===== src/rtl/piece_motion_controller.sv =====
// Falling-block sequencer: synchronizes buttons, applies moves/gravity at frame boundaries,
// hands landed positions to the board over valid/ready. Optional hard drop: HARD_DROP_EN.
module piece_motion_controller #(
  parameter int GRAV_DIV  = 4194304,
  parameter int CELL      = 25,
  parameter int DROP_STEP = 25,
  parameter int BLOCK     = 50,
  parameter int SCREEN_W  = 640,
  parameter int SCREEN_H  = 480,
  parameter int X_INIT    = 50,
  parameter int Y_INIT    = 50
) (
  input  logic       clk,
  input  logic       reset,
  input  logic       ctrl_left,
  input  logic       ctrl_right,
  input  logic       ctrl_drop,
  input  logic       frame_end,
  output logic [9:0] originx,
  output logic [8:0] originy,
  output logic       lock_valid,
  output logic [9:0] lock_x,
  output logic [8:0] lock_y,
  input  logic       lock_ready,
  output logic [1:0] state
);

  // state | meaning
  // FALL  | block falling, moves committed on frame_end
  // LOCK  | landed position offered to the board
  // SPAWN | one cycle, origin back to spawn point
  // DROP  | hard drop, one step per clk until landing
  typedef enum logic [1:0] {FALL = 2'd0, LOCK = 2'd1, SPAWN = 2'd2, DROP = 2'd3} state_t;

  localparam int CW = (GRAV_DIV > 1) ? $clog2(GRAV_DIV) : 1;
  localparam logic [CW-1:0] GMAX = CW'(GRAV_DIV - 1);
  localparam logic [10:0] CELL11  = 11'(CELL);
  localparam logic [10:0] DROP11  = 11'(DROP_STEP);
  localparam logic [10:0] BLOCK11 = 11'(BLOCK);
  localparam logic [10:0] W11     = 11'(SCREEN_W);
  localparam logic [10:0] H11     = 11'(SCREEN_H);

  state_t        st;
  logic [CW-1:0] gcnt;
  logic [1:0]    sync_l, sync_r;
  logic          prev_l, prev_r;
  logic          pend_l, pend_r, pend_g;
  logic          edge_l, edge_r, g_wrap;
  logic [10:0]   x11, y11, nx11, ny11;
  logic          can_l, can_r, can_d;

  assign state  = st;
  assign edge_l = sync_l[1] & ~prev_l;
  assign edge_r = sync_r[1] & ~prev_r;
  assign g_wrap = (gcnt == GMAX);

`ifdef HARD_DROP_EN
  logic [1:0] sync_d;
  logic       prev_d, pend_d, edge_d;
  assign edge_d = sync_d[1] & ~prev_d;
`else
  logic drop_unused;
  assign drop_unused = ctrl_drop;
`endif

  always_comb begin
    x11   = {1'b0, originx};
    y11   = {2'b0, originy};
    can_l = (x11 >= CELL11);
    can_r = (x11 + CELL11 + BLOCK11 <= W11);
    can_d = (y11 + DROP11 + BLOCK11 <= H11);
    ny11  = y11 + DROP11;
    nx11  = x11;
    if (pend_l && !pend_r && can_l)      nx11 = x11 - CELL11;
    else if (pend_r && !pend_l && can_r) nx11 = x11 + CELL11;
  end

  always_ff @(posedge clk) begin
    if (reset) begin
      st         <= FALL;
      originx    <= 10'(X_INIT);
      originy    <= 9'(Y_INIT);
      lock_valid <= 1'b0;
      lock_x     <= '0;
      lock_y     <= '0;
      gcnt       <= '0;
      sync_l     <= '0;
      sync_r     <= '0;
      prev_l     <= 1'b0;
      prev_r     <= 1'b0;
      pend_l     <= 1'b0;
      pend_r     <= 1'b0;
      pend_g     <= 1'b0;
`ifdef HARD_DROP_EN
      sync_d     <= '0;
      prev_d     <= 1'b0;
      pend_d     <= 1'b0;
`endif
    end else begin
      sync_l <= {sync_l[0], ctrl_left};
      sync_r <= {sync_r[0], ctrl_right};
      prev_l <= sync_l[1];
      prev_r <= sync_r[1];
`ifdef HARD_DROP_EN
      sync_d <= {sync_d[0], ctrl_drop};
      prev_d <= sync_d[1];
`endif
      case (st)
        FALL: begin
          gcnt <= g_wrap ? '0 : gcnt + 1'b1;
          if (frame_end) begin
            // same-cycle edges/wraps belong to the next frame
            originx <= nx11[9:0];
            pend_l  <= edge_l;
            pend_r  <= edge_r;
            pend_g  <= g_wrap;
`ifdef HARD_DROP_EN
            pend_d  <= edge_d;
            if (pend_d) begin
              st     <= DROP;
              gcnt   <= '0;
              pend_l <= 1'b0;
              pend_r <= 1'b0;
              pend_g <= 1'b0;
              pend_d <= 1'b0;
            end else
`endif
            if (pend_g) begin
              if (can_d) begin
                originy <= ny11[8:0];
              end else begin
                st         <= LOCK;
                lock_valid <= 1'b1;
                lock_x     <= nx11[9:0];
                lock_y     <= originy;
                gcnt       <= '0;
                pend_l     <= 1'b0;
                pend_r     <= 1'b0;
                pend_g     <= 1'b0;
`ifdef HARD_DROP_EN
                pend_d     <= 1'b0;
`endif
              end
            end
          end else begin
            pend_l <= pend_l | edge_l;
            pend_r <= pend_r | edge_r;
            pend_g <= pend_g | g_wrap;
`ifdef HARD_DROP_EN
            pend_d <= pend_d | edge_d;
`endif
          end
        end
        LOCK: begin
          gcnt   <= '0;
          pend_l <= 1'b0;
          pend_r <= 1'b0;
          pend_g <= 1'b0;
          if (lock_ready) begin
            st         <= SPAWN;
            lock_valid <= 1'b0;
          end
        end
        SPAWN: begin
          gcnt    <= '0;
          pend_l  <= 1'b0;
          pend_r  <= 1'b0;
          pend_g  <= 1'b0;
          originx <= 10'(X_INIT);
          originy <= 9'(Y_INIT);
          st      <= FALL;
        end
        DROP: begin
          gcnt   <= '0;
          pend_l <= 1'b0;
          pend_r <= 1'b0;
          pend_g <= 1'b0;
`ifdef HARD_DROP_EN
          if (can_d) begin
            originy <= ny11[8:0];
          end else begin
            st         <= LOCK;
            lock_valid <= 1'b1;
            lock_x     <= originx;
            lock_y     <= originy;
          end
`else
          st <= FALL;
`endif
        end
        default: st <= FALL;
      endcase
    end
  end

endmodule


===== config.mk =====
export PLATFORM = sky130hd
export DESIGN_NAME = piece_motion_controller
export DESIGN_NICKNAME = d
export VERILOG_FILES = /design/src/rtl/piece_motion_controller.sv
export SDC_FILE = /design/constraint.sdc
export NUM_CORES = 1
export LEC_CHECK = 0
export CORE_ASPECT_RATIO = 1.25
export CORE_UTILIZATION = 40
export DETAILED_ROUTE_END_ITERATION = 12
export GPL_TIMING_DRIVEN = 0
export PLACE_DENSITY_LB_ADDON = 0.2
export RECOVER_POWER = 100
export SYNTH_ARGS = -nofsm -noshare
export SYNTH_HDL_FRONTEND = slang
export SYNTH_SLANG_ARGS = --single-unit

===== constraint.sdc =====
create_clock -name clk -period 4 [get_ports clk]
set_clock_uncertainty 0.1 [all_clocks]
set_input_delay 1.2 -clock clk [delete_from_list [all_inputs] [get_ports clk]]
set_output_delay 1.2 -clock clk [all_outputs]
set_load 0.05 [all_outputs]

==> results.ini, run 1 <==
[routing]
drc=0
highest_layer=met4
wl_met3_um=320
drt_pass1_iterations=4
post_drt_wl_per_cell_um=15.2
antenna_left=0
dr_total_vias=3768
m1WireLength_um=4640
first_iter_violations=141
avgViaCountPerCell=5.40
totalWireLength_um=10600
met2WireLength_um=5430

[layout]
areaGrowthSynthToFinish_pct=23.4
fillCellCount=998
drive_gt1_share_pct=9.14
nets=580
antenna_cells=0

[clocking]
cts-root-buf=clkbuf_16
clk_latency_ns=0.33
cts_tree=built
postCtsHoldBufs=0
cts_made_buffers=9
htreeDepth=3
clk_pin_slew_ns=0.06
cts.sinks=72
clockBufferDepth=2

[floorplanning]
dieHeight_um=116
start_util_pct=41.2
die_x_um=93.2
io-pin-count=48
core_mm2=0.0101
rows=41
die_area_mm2=0.0108

[worst_setup_path]
reg2reg_depth=14
startpoint=originx[0]
crit_end=originx[5]
end_kind=flip-flop
worstPathRequired_ns=4.12
crit_arrival_ns=3.88
cp-start-kind=flip-flop
r2r-start=originx[0]
reg2reg_slack_ns=0.24
cp_max_fo=10
crit_type=reg -> reg
worstReg2RegEnd=originx[5]

[grt]
grt_pass1_vias=3555
grt_use_total_pct=20.4
grt_overflow=0
antenna_found_initial=0
grt_max_degree=15
grt_pass1_wl_um=17300

[sta]
slew_headroom_pct=47.2
finalCriticalPeriod_ns=3.76
worst_pin_slew_ns=0.793
hold_violations=0
drv_slew=0
setup_slack_ns=0.238
setup_viol=0
period_share_pct=94.0
fmax_ghz=0.266
rsz0062_at_grt=no
finalSetupTns_ns=0

[logic_synthesis]
ys_types=66
ys_seq_area_share_pct=34.6
synth_edf_count=0
ys.flop_type=dfxtp_1
netlist_instances=506
mappedNetlistNets=522
yosysWarnings=0
synth-seq-cells=72
syn_area_mm2=0.00416
async_flop_share_pct=0
synth.avg_cell_area_um2=8.23

[placement]
io_buffers=46
dp_slack_ns=-0.105
post-dp-hpwl_um=7870
gp_congestion=0.898

[run]
cap_violations=0

[power]
powerDensity_mw_per_mm2=350
p_leak_uw=0.00199
peakVddDrop_v=0.000221

[hold_path]
worstHoldStart=sync_l[1]
min_path_type=reg -> reg

[outcome]
status=finished clean

## critical path, cell delays in order, from the launching register on
cell      delay [ns]
dfxtp_1         0.42
clkbuf_4        0.24
inv_1           0.09
ha_2            0.42
ha_1            0.23
nand2b_1        0.07
mux2_4          0.29
nor4b_2         0.36
o31a_1          0.23
mux2i_2         0.27
o21ai_2         0.13
buf_6           0.17
o21ai_1         0.22
nand2_1         0.09
a221o_1         0.31
## cell families after synthesis
group | share of synthesized area, %
buffers and inverters | 5.53
adder cells (fa/ha/maj) | 2.71
AO/OA/AOI/OAI | 18.9
flip-flops | 34.6
multiplexers | 3.73
AND/OR/NAND/NOR | 23.6
XOR/XNOR | 10.9
## placed cells by master (no fill, tap or decap), types with 13 or more instances in the layout
master,Yosys,layout
a21oi_1,21,21
buf_2,13,13
dfxtp_1,72,71
dlygate4sd3_1,0,42
inv_1,22,22
mux2i_1,14,13
nand2_1,44,44
nor2_1,68,68
nor2b_1,13,13
nor3_1,15,14
o21ai_0,17,17
xnor2_1,32,32
xor2_1,20,20
## flip-flops by register name, summed over array words and instances (netlist names)
| name | count |
|---|---|
| gcnt | 22 |
| lock_x | 10 |
| originx | 10 |
| lock_y | 9 |
| originy | 9 |
| state | 2 |
| sync_l | 2 |
| sync_r | 2 |
| lock_valid | 1 |
| pend_g | 1 |
| pend_l | 1 |
| pend_r | 1 |
| prev_l | 1 |
| prev_r | 1 |
## cells in the mapped netlist (9+ instances only)
| library cell | instances | area, um2 |
|---|---|---|
| o21ai_0 | 17 | 85.1 |
| nor2_1 | 68 | 255 |
| a21oi_1 | 21 | 105 |
| mux2i_1 | 14 | 140 |
| inv_1 | 22 | 82.6 |
| and3_1 | 10 | 62.6 |
| clkbuf_1 | 13 | 48.8 |
| nand3_1 | 12 | 60.1 |
| dfxtp_1 | 72 | 1440 |
| nor3_1 | 15 | 75.1 |
| xor2_1 | 20 | 175 |
| ha_1 | 9 | 113 |
| xnor2_1 | 32 | 280 |
| nand2_1 | 44 | 165 |
| buf_2 | 13 | 65.1 |
| nor2b_1 | 13 | 81.3 |
## area by class of cell
class	count	area, um2	area share [%]
clock inverter	7	101	1.97
sequential	72	1440	28.1
timing repair buffer	47	468	9.11
buffer	31	151	2.95
inverter	22	82.6	1.61
multi-input combinational	381	2500	48.8
clock buffer	9	225	4.38
tap	129	161	3.14
## report_power, final
part | internal, uW | switching [uW] | total, uW | leakage (uW)
clock | 552 | 324 | 876 | 0.000153
combinational | 64.4 | 117 | 181 | 0.00125
sequential | 728 | 10.1 | 738 | 0.000582
total | 1350 | 451 | 1800 | 0.00199
## stage by stage
stage / std cells / utilization [%] / instance area [um2] / total power [uW] / hold WS, ns
after floorplan: 506 / - / 4160 / 884 / 0.311
after global placement: 681 / 47.3 / 4780 / 932 / 0.320
after detailed placement: 681 / 47.3 / 4780 / 936 / 0.319
after CTS: 697 / 50.6 / 5110 / 1820 / 0.328
after global routing: 698 / 50.8 / 5140 / 1870 / 0.338
final: 698 / 50.8 / 5140 / 1800 / 0.322
## layer usage
layer / vias up / track usage (%)
li1: 1890 / -
met1: 1792 / 24.1
met2: 72 / 36.7
met3: 14 / 3.87
met4: 0 / 6.97
met5: - / 0
## timing repair
action | CTS | global route
setup buffers | 0 | 1
setup endpoints to repair | 6 | 33
resized for setup | 1 | 10
pin swaps | 0 | 1
## how the worst min path moves through the flow
stage	end	slack (ns)	depth (start not counted)
after floorplan	prev_l	0.31	2
after global placement	prev_l	0.32	2
after detailed placement	prev_l	0.32	2
after CTS	prev_l	0.33	2
after global routing	prev_l	0.34	2
final	prev_l	0.32	2
Power figures use the tool's default switching activity.
==> run 2, diff against run 1 <==
--- a/config.mk
+++ b/config.mk
@@ -7,6 +7,7 @@
 export LEC_CHECK = 0
 export CORE_ASPECT_RATIO = 1.25
 export CORE_UTILIZATION = 40
+export CTS_CLUSTER_SIZE = 14
 export DETAILED_ROUTE_END_ITERATION = 12
 export GPL_TIMING_DRIVEN = 0
 export PLACE_DENSITY_LB_ADDON = 0.2
==> results of run 2 <==
Same layout as run 1: the final DEF is identical, and so are final timing and power.
